File: config.mk
export PLATFORM = sky130hd
export DESIGN_NAME = display_scheduler_flat
export DESIGN_NICKNAME = d
export VERILOG_FILES = /design/src/rtl/display_scheduler_if.sv /design/src/rtl/display_scheduler.sv /design/src/flat_wrapper.sv
export SDC_FILE = /design/constraint.sdc
export NUM_CORES = 1
export LEC_CHECK = 0
export ABC_AREA = 1
export BUFFER_PORTS_ARGS = -buffer_cell sky130_fd_sc_hd__buf_2
export CAP_MARGIN = 15
export CELL_PAD_IN_SITES_DETAIL_PLACEMENT = 0
export CELL_PAD_IN_SITES_GLOBAL_PLACEMENT = 2
export CORE_UTILIZATION = 35
export CTS_CLUSTER_DIAMETER = 100
export DETAILED_ROUTE_END_ITERATION = 6
export GPL_TIMING_DRIVEN = 0
export PLACE_DENSITY = 0.81
export SLEW_MARGIN = 5
export SYNTH_ARGS = -nofsm -noshare
export SYNTH_HDL_FRONTEND = slang
export SYNTH_SLANG_ARGS = --single-unit
File: constraint.sdc
create_clock -name clk -period 4.7 [get_ports clk]
set_input_delay 0.705 -clock clk [delete_from_list [all_inputs] [get_ports clk]]
set_output_delay 0.705 -clock clk [all_outputs]
set_load 0.02 [all_outputs]
File: src/rtl/display_scheduler_if.sv
// Bundle between game logic (master) and the display scheduler (slave).
interface display_scheduler_if #(
    parameter int unsigned SCORE_W = 14
);
    logic [SCORE_W-1:0] score_bin;
    logic               score_load;
    logic               msg_req;
    logic [15:0]        msg_code;
    logic               msg_ack;
    logic [3:0]         digit3;
    logic [3:0]         digit2;
    logic [3:0]         digit1;
    logic [3:0]         digit0;
    logic               src;
    logic               busy;

    modport master (
        output score_bin, score_load, msg_req, msg_code,
        input  msg_ack, digit3, digit2, digit1, digit0, src, busy
    );

    modport slave (
        input  score_bin, score_load, msg_req, msg_code,
        output msg_ack, digit3, digit2, digit1, digit0, src, busy
    );
endinterface

File: src/rtl/display_scheduler.sv
// Shares the 4-digit display between the BCD-converted score and timed messages.
module display_scheduler #(
    parameter int unsigned SCORE_W    = 14,
    parameter int unsigned HOLD_TICKS = 50_000_000,
    parameter int unsigned TICK_W     = 26,
    parameter int unsigned BLANK_LZ   = 1
) (
    input logic                clk,
    input logic                rst,
    display_scheduler_if.slave bus
);
    localparam int unsigned       CNT_W      = (SCORE_W > 1) ? $clog2(SCORE_W) : 1;
    localparam logic [CNT_W-1:0]  LAST_BIT   = CNT_W'(SCORE_W - 1);
    localparam logic [SCORE_W-1:0] SAT_VAL   = SCORE_W'(9999);
    localparam logic [TICK_W-1:0] HOLD_LOAD  = TICK_W'(HOLD_TICKS - 1);
    localparam logic [15:0]       RST_DIGITS = (BLANK_LZ != 0) ? 16'hFFF0 : 16'h0000;

    typedef enum logic [1:0] {CIdle, CShift, CCommit} conv_state_e;
    typedef enum logic       {AScore, AMsg} arb_state_e;

    conv_state_e conv_state_q, conv_state_d;
    arb_state_e  arb_state_q, arb_state_d;

    logic [SCORE_W-1:0]    sh_bin_q;
    logic [15:0]           sh_bcd_q;
    logic [CNT_W-1:0]      bit_cnt_q;
    logic [15:0]           score_bcd_q;
    logic [SCORE_W-1:0]    pend_q;
    logic                  pend_vld_q;
    logic [TICK_W-1:0]     hold_q;
    logic [15:0]           msg_q;
    logic                  ack_q;
    logic [15:0]           digits_q, digits_d;

    logic [SCORE_W-1:0]    load_val;
    logic                  conv_start;
    logic [SCORE_W-1:0]    conv_val;
    logic [15:0]           bcd_adj;
    logic [16+SCORE_W-1:0] shift_vec;
    logic                  blank3, blank2, blank1;

    // Saturate before conversion, and build one double-dabble step (add-3, then shift).
    always_comb begin
        load_val = (32'(bus.score_bin) > 32'd9999) ? SAT_VAL : bus.score_bin;
        bcd_adj  = sh_bcd_q;
        for (int i = 0; i < 4; i++) begin
            if (sh_bcd_q[4*i +: 4] >= 4'd5) begin
                bcd_adj[4*i +: 4] = sh_bcd_q[4*i +: 4] + 4'd3;
            end
        end
        shift_vec = {bcd_adj, sh_bin_q} << 1;
    end

    // State registers of both FSMs.
    always_ff @(posedge clk or posedge rst) begin
        if (rst) begin
            conv_state_q <= CIdle;
            arb_state_q  <= AScore;
        end else begin
            conv_state_q <= conv_state_d;
            arb_state_q  <= arb_state_d;
        end
    end

    // Next-state logic for converter and arbiter.
    always_comb begin
        conv_state_d = conv_state_q;
        case (conv_state_q)
            CIdle:   if (bus.score_load) conv_state_d = CShift;
            CShift:  if (bit_cnt_q == LAST_BIT) conv_state_d = CCommit;
            CCommit: conv_state_d = (bus.score_load || pend_vld_q) ? CShift : CIdle;
            default: conv_state_d = CIdle;
        endcase

        arb_state_d = arb_state_q;
        case (arb_state_q)
            AScore:  if (bus.msg_req) arb_state_d = AMsg;
            AMsg:    if (!bus.msg_req && hold_q == '0) arb_state_d = AScore;
            default: arb_state_d = AScore;
        endcase
    end

    // Decoded outputs: conversion start, busy/src/ack, and next digit values.
    always_comb begin
        // A load arriving in the commit cycle is newer than anything pending.
        conv_start = ((conv_state_q == CIdle) && bus.score_load) ||
                     ((conv_state_q == CCommit) && (bus.score_load || pend_vld_q));
        conv_val   = ((conv_state_q == CCommit) && !bus.score_load) ? pend_q : load_val;

        bus.busy    = (conv_state_q != CIdle);
        bus.src     = (arb_state_q == AMsg);
        bus.msg_ack = ack_q;

        blank3 = (BLANK_LZ != 0) && (score_bcd_q[15:12] == 4'd0);
        blank2 = blank3 && (score_bcd_q[11:8] == 4'd0);
        blank1 = blank2 && (score_bcd_q[7:4] == 4'd0);

        // Digits follow the next arbiter state so they line up with src.
        if (arb_state_d == AMsg) begin
            digits_d = bus.msg_req ? bus.msg_code : msg_q;
        end else begin
            digits_d = {blank3 ? 4'hF : score_bcd_q[15:12],
                        blank2 ? 4'hF : score_bcd_q[11:8],
                        blank1 ? 4'hF : score_bcd_q[7:4],
                        score_bcd_q[3:0]};
        end
    end

    // Converter datapath: shift registers, committed score and one-deep pending slot.
    always_ff @(posedge clk or posedge rst) begin
        if (rst) begin
            sh_bin_q    <= '0;
            sh_bcd_q    <= '0;
            bit_cnt_q   <= '0;
            score_bcd_q <= '0;
            pend_q      <= '0;
            pend_vld_q  <= 1'b0;
        end else begin
            if (conv_start) begin
                sh_bin_q  <= conv_val;
                sh_bcd_q  <= '0;
                bit_cnt_q <= '0;
            end else if (conv_state_q == CShift) begin
                sh_bcd_q  <= shift_vec[SCORE_W +: 16];
                sh_bin_q  <= shift_vec[SCORE_W-1:0];
                bit_cnt_q <= bit_cnt_q + 1'b1;
            end
            if (conv_state_q == CCommit) begin
                score_bcd_q <= sh_bcd_q;
            end
            if (conv_start) begin
                pend_vld_q <= 1'b0;
            end else if (bus.score_load) begin
                pend_q     <= load_val;
                pend_vld_q <= 1'b1;
            end
        end
    end

    // Arbiter datapath: message latch, ack pulse, hold counter, registered digits.
    always_ff @(posedge clk or posedge rst) begin
        if (rst) begin
            msg_q    <= '0;
            ack_q    <= 1'b0;
            hold_q   <= '0;
            digits_q <= RST_DIGITS;
        end else begin
            digits_q <= digits_d;
            if (bus.msg_req) begin
                msg_q  <= bus.msg_code;
                ack_q  <= 1'b1;
                hold_q <= HOLD_LOAD;
            end else begin
                ack_q <= 1'b0;
                if ((arb_state_q == AMsg) && (hold_q != '0)) begin
                    hold_q <= hold_q - 1'b1;
                end
            end
        end
    end

    assign bus.digit3 = digits_q[15:12];
    assign bus.digit2 = digits_q[11:8];
    assign bus.digit1 = digits_q[7:4];
    assign bus.digit0 = digits_q[3:0];
endmodule

File: src/flat_wrapper.sv
// flat-port wrapper written by rule: the top's interface ports become plain ports
module display_scheduler_flat 
#(
    parameter int unsigned SCORE_W    = 14,
    parameter int unsigned HOLD_TICKS = 50_000_000,
    parameter int unsigned TICK_W     = 26,
    parameter int unsigned BLANK_LZ   = 1
)
  (clk, rst, bus_score_bin, bus_score_load, bus_msg_req, bus_msg_code, bus_msg_ack, bus_digit3, bus_digit2, bus_digit1, bus_digit0, bus_src, bus_busy);
  display_scheduler_if #(.SCORE_W(SCORE_W)) bus_i ();
  input logic clk;
  input logic rst;
  input wire logic [$bits(bus_i.score_bin)-1:0] bus_score_bin;
  input wire logic [$bits(bus_i.score_load)-1:0] bus_score_load;
  input wire logic [$bits(bus_i.msg_req)-1:0] bus_msg_req;
  input wire logic [$bits(bus_i.msg_code)-1:0] bus_msg_code;
  output wire logic [$bits(bus_i.msg_ack)-1:0] bus_msg_ack;
  output wire logic [$bits(bus_i.digit3)-1:0] bus_digit3;
  output wire logic [$bits(bus_i.digit2)-1:0] bus_digit2;
  output wire logic [$bits(bus_i.digit1)-1:0] bus_digit1;
  output wire logic [$bits(bus_i.digit0)-1:0] bus_digit0;
  output wire logic [$bits(bus_i.src)-1:0] bus_src;
  output wire logic [$bits(bus_i.busy)-1:0] bus_busy;
  assign bus_i.score_bin = bus_score_bin;
  assign bus_i.score_load = bus_score_load;
  assign bus_i.msg_req = bus_msg_req;
  assign bus_i.msg_code = bus_msg_code;
  assign bus_msg_ack = bus_i.msg_ack;
  assign bus_digit3 = bus_i.digit3;
  assign bus_digit2 = bus_i.digit2;
  assign bus_digit1 = bus_i.digit1;
  assign bus_digit0 = bus_i.digit0;
  assign bus_src = bus_i.src;
  assign bus_busy = bus_i.busy;
  display_scheduler #(.SCORE_W(SCORE_W), .HOLD_TICKS(HOLD_TICKS), .TICK_W(TICK_W), .BLANK_LZ(BLANK_LZ)) u_core (.clk(clk), .rst(rst), .bus(bus_i));
endmodule
# [Yosys cells after proc, flatten, opt, wreduce, memory -nomap -nowiden]
# Index checks and enable logic that the tools add are counted.
[totals] register_bits=127
[classes] eq_ne=5 n_bitwise=2 muxes=28 order_cmp=5 reduce_logical=23 n_addsub=6
[ops] operator="$mux W16" n=4
[ops] operator="$mux W14" n=4
[ops] operator="$mux W26" n=2
[ops] operator="$mux W4" n=8
[ops] operator="$logic_not A26 Y1" n=1
[ops] operator="$reduce_bool A26 Y1" n=1
[ops] operator="$sub A26 B1 Y26 const B" n=1
[ops] operator="$ge A4 B3 Y1 const B" n=4
[ops] operator="$gt A14 B14 Y1 const B" n=1
[ops] operator="$add A4 B2 Y4 const B" n=3
[ops] operator="$logic_not A4 Y1" n=3
[ops] operator="$reduce_bool A2 Y1" n=4
[ops] operator="$logic_and A1 B1 Y1" n=7
[ops] operator="$pmux W2 S3" n=1
[ops] operator="$mux W1" n=5
[ops] operator="$add A4 B1 Y4 const B" n=1
[ops] operator="$eq A4 B4 Y1 const B" n=1
[ops] operator="$mux W2" n=2
[ops] operator="$reduce_and A2 Y1" n=2
[ops] operator="$add A3 B2 Y3 const B" n=1
[ops] operator="$mux W3" n=1
[ops] operator="$eq A2 B1 Y1 const B" n=1
[ops] operator="$eq A2 B2 Y1 const B" n=1
[ops] operator="$logic_not A1 Y1" n=2
[ops] operator="6 further kinds" n=8

# [Longest topological paths before layout]
[depth] ltp_word=5 depth_mapped=11 mapped_depth_nobuf=10

# [Least setup slack after synthesis]
# No wires, ideal clock.
[synth_timing] path_type="register to register" from="reg u_core.hold_q[0]" to="reg u_core.hold_q[19]" setup_slack_ns=2.939 path_stages_with_launch=12 setup_time_ns=0.117 arrival_time_ns=1.644 t_required_ns=4.583 cell_sequence="dfrtp_1 > inv_1 > ha_1 > nand2_2 > nor2_4 > nand2_4 > o21ai_2 > nand2_2 > buf_6 > buf_6 > nand2_1 > nand2_1"
[synth_via] elab_chain_cells=3 word_cells_on_any_way=6 cone_classes="add/sub: 1; mux: 2; reduce/logical: 3"
[synth_rtl] item="start, declared" line_no="display_scheduler.sv:30" source="logic [TICK_W-1:0] hold_q;"
[synth_rtl] item="start signal, assigned" line_no="display_scheduler.sv:156" source="hold_q <= hold_q - 1'b1;"
[synth_rtl] item="$sub A26 B1 Y26 or $reduce_bool A26 Y1 (tied branches)" line_no="display_scheduler.sv:156, display_scheduler.sv:155"
[synth_rtl] item="$mux W26 or $logic_and A1 B1 Y1 (tied branches)" line_no="display_scheduler.sv:155" source="if ((arb_state_q == AMsg) && (hold_q != '0)) begin"
[synth_rtl] item="$mux W26 or $reduce_bool A2 Y1 (tied branches)"
# Parallel ways exist; a longest one is shown, timed or not. The select of a mux whose other input is x is not followed.
# A chain may end at the register's enable or synchronous reset.

# [Final worst setup path]
[layout_timing] from="reg u_core.hold_q[0]" to="reg u_core.digits_q[15]"
[layout_via] elab_chain_cells=5
[layout_rtl] item="$logic_not A26 Y1" line_no="display_scheduler.sv:78" source="AMsg: if (!bus.msg_req && hold_q == '0) arb_state_d = AScore;"
[layout_rtl] item="$logic_and A1 B1 Y1" line_no="display_scheduler.sv:78"
[layout_rtl] item="$mux W1" line_no="display_scheduler.sv:78"
[layout_rtl] item="$pmux W1 S2" line_no="display_scheduler.sv:76" source="case (arb_state_q)"
[layout_rtl] item="$mux W16" line_no="display_scheduler.sv:99" source="if (arb_state_d == AMsg) begin"
[layout_rtl] item="named net u_core.digits_d[15]" line_no="display_scheduler.sv:33" source="logic [15:0] digits_q, digits_d;"
[layout_rtl] item="end signal, assigned" line_no="display_scheduler.sv:148" source="digits_q <= digits_d;"
[layout_rtl] item="end, declared" line_no="display_scheduler.sv:33"
# The timed path passes the listed nets, and every way through them passes these cells.

==> results.ini <==
[critical_path]
worstRegToRegCells=11
criticalPathCategory=register to register
max_stage_delay_ns=0.38
crit_path_cell_trace=inv_1 > ha_1 > nand2_2 > nor2_4 > nand2_4 > nor2_4 > nor2_4 > nor2_8 > buf_6 > nand2_1 > nand2_1
r2r-start=u_core.hold_q[0]
timing.reg2reg.setup_slack_ns=2.57
critical_path.startpoint_type=register
critPathSlowestCell=dfrtp_1
crit_fanout=10
r2r_end=u_core.digits_q[15]
cp.arrival_ns=2.46
cp_data_required_time_ns=5.03
endpoint_kind=register
cp_common_cell=nor2_4

[cells_and_area]
drive_gt1_share_pct=14.2
fin_nets=936
fin_util_pct=42.0
diodes=0
syn2layout_area_growth_pct=17.7

[logic_synthesis]
synth.most_common_cell=nand2_1
synth_top_area_cell=dfrtp_1
synthArstFlopShare_pct=100
avgSynthCellArea_sq_um=7.80
syn_area_sq_um=6380
synth_area_leaders=dfrtp_1 (45%), nand2_1 (17%), o21ai_0 (5.8%), inv_1 (5.0%), dfstp_2 (4.9%)
ys.flop_type=dfrtp_1
ys_warn_count=0
synth_edf_count=0
synthesis.nets=864
synth_common_cells=nand2_1 (285), dfrtp_1 (115), inv_1 (85), o21ai_0 (74), nor2_1 (66)
synth_top_area_share_pct=45.1
ys_seq_area_share_pct=50.0
synthCells=819
synth_cell_types=33
ys_seq_elements=127

[global_route]
grt_start_max_net_pins=93
grt_pass1_vias=5412
antenna_found_initial=0
grt_pass1_wl_um=27000
gr-usage-all-layers_pct=18.9
overflow=0

[timing]
setup-violations-final=0
hold_violations=0
worst_slew_pin_slew_ns=0.604
fmaxAchievable_ghz=0.469
fin_crit_ns=2.13
rsz0062_at_grt=no
finalMaxSlewViolations=0
period_share_pct=45.3
fin_skew_ns=0.0344
relSlewSlack_pct=59.6

[cts]
ctsResizeCount=0
cts_sinks=127
htree_num_levels=4
cts_root_buffer=clkbuf_16
clk_pin_slew_ns=0.05
cts_tree=yes
hold_buffers=0
clk_path_buf_depth=2
clk-insertion-delay-late_ns=0.43
cts_setup_buffers=0
cts_buffers=17

[floorplan]
core_sq_um=17900
initial_core_util_pct=35.7
pin_count=53
die_w_um=137
rows=49
die_y_um=137
die_area_sq_um=18800

[power]
p_leak_nw=3.89
ir_worst_vdd_uv=346
total_power_mw=3.78
power_density_nw_per_um2=503

[drt]
drc=0
ant_nets=0
drt-initial-drc-count=222
routed_wl_um=16100
post_drt_via_cell_ratio=4.78
drt_first_pass_iters=5
via_count=5412
wl_per_cell_um=14.2

[placed_design]
hpwl_um=11700
place_congestion=0.802
numPortBuffers=52

[flow_run]
maxCapViolCount=0

[outcome]
status=completed

[hold_path]
hold_path_class=input port to async pin

[registers in the layout (all words and copies together), names as in the netlist, 2 cells and up]
register,cells
u_core.sh_bin_q,14
u_core.bit_cnt_q,4
u_core.score_bcd_q,16
u_core.pend_q,14
u_core.digits_q,16
u_core.hold_q,26
u_core.conv_state_q,2
u_core.sh_bcd_q,16
u_core.msg_q,16
[cells by family after synthesis]
family	count (synthesis)	share of synthesized area [%]
compound gates	118	10.1
xor+xnor	8	1.10
fa+ha+maj	11	2.16
buf+inv	113	7.37
flops	127	50.0
simple gates	442	29.3
[power breakdown]
group	internal, mW	leakage (nW)	switching [mW]
Clock	0.765	0.267	0.475
Sequential	1.39	1.47	0.162
Combinational	0.369	2.15	0.623
[critical path, delay by kind of cell (launching register included)]
family | cells | cell delay (ns)
fa+ha+maj | 1 | 0.33
buf+inv | 2 | 0.29
flops | 1 | 0.38
simple gates | 8 | 1.03
[metal layers]
metal | global-route usage (%) | vias to the layer above | routed length (um)
li1 | - | 2753 | -
met1 | 23.9 | 2599 | 7540
met2 | 31.9 | 54 | 8140
met3 | 4.22 | 6 | 283
met4 | 5.68 | 0 | 125
met5 | 0 | - | 0
[worst max path at each step]
stage / cells after the start / end / start
3_3_place_gp: 2 / u_core.pend_q[8] / rst
2_1_floorplan: 1 / u_core.bit_cnt_q[0] / rst
6_report: 11 / u_core.digits_q[15] / u_core.hold_q[0]
4_1_cts: 11 / u_core.digits_q[2] / u_core.hold_q[0]
3_5_place_dp: 10 / u_core.sh_bin_q[9] / bus_score_bin[7]
5_1_grt: 11 / u_core.digits_q[15] / u_core.hold_q[0]
[cell type report]
type	count	area (sq um)
Clock inverter	7	65.1
Buffer	25	140
Inverter	88	335
Fill cell	1817	10400
Timing Repair Buffer	53	288
Clock buffer	25	485
Sequential cell	127	3190
Multi-Input combinational cell	579	2720
Tap cell	229	287
[stage by stage]
stage               setup TNS, ns  worst slack [ns]  cell area (sq um)  instances  hold slack, ns
floorplan                       0             0.631               6380        819           0.438
global placement          -118.43             -1.04               6930       1100           0.455
detailed placement              0              2.51               6960       1101           0.456
CTS                             0              2.59               7510       1133           0.291
global route                    0              2.47               7510       1133           0.300
finish                          0              2.57               7510       1133           0.276
[placed cells by master (no fill, tap or decap), types with 7 or more instances in the layout]
cell,Yosys,layout
a21oi_1,13,13
dfstp_2,12,12
ha_1,11,11
o21ai_1,8,8
clkbuf_1,13,18
nand2_1,285,285
xor2_1,8,8
clkbuf_16,0,17
o21ai_0,74,74
o22ai_1,10,10
nor2_1,66,66
dfrtp_1,115,115
or2_2,7,7
inv_1,85,84
nand4_1,19,19
buf_2,6,58
nand3_1,48,48
Note: power is estimated with default switching activity, not from simulation.
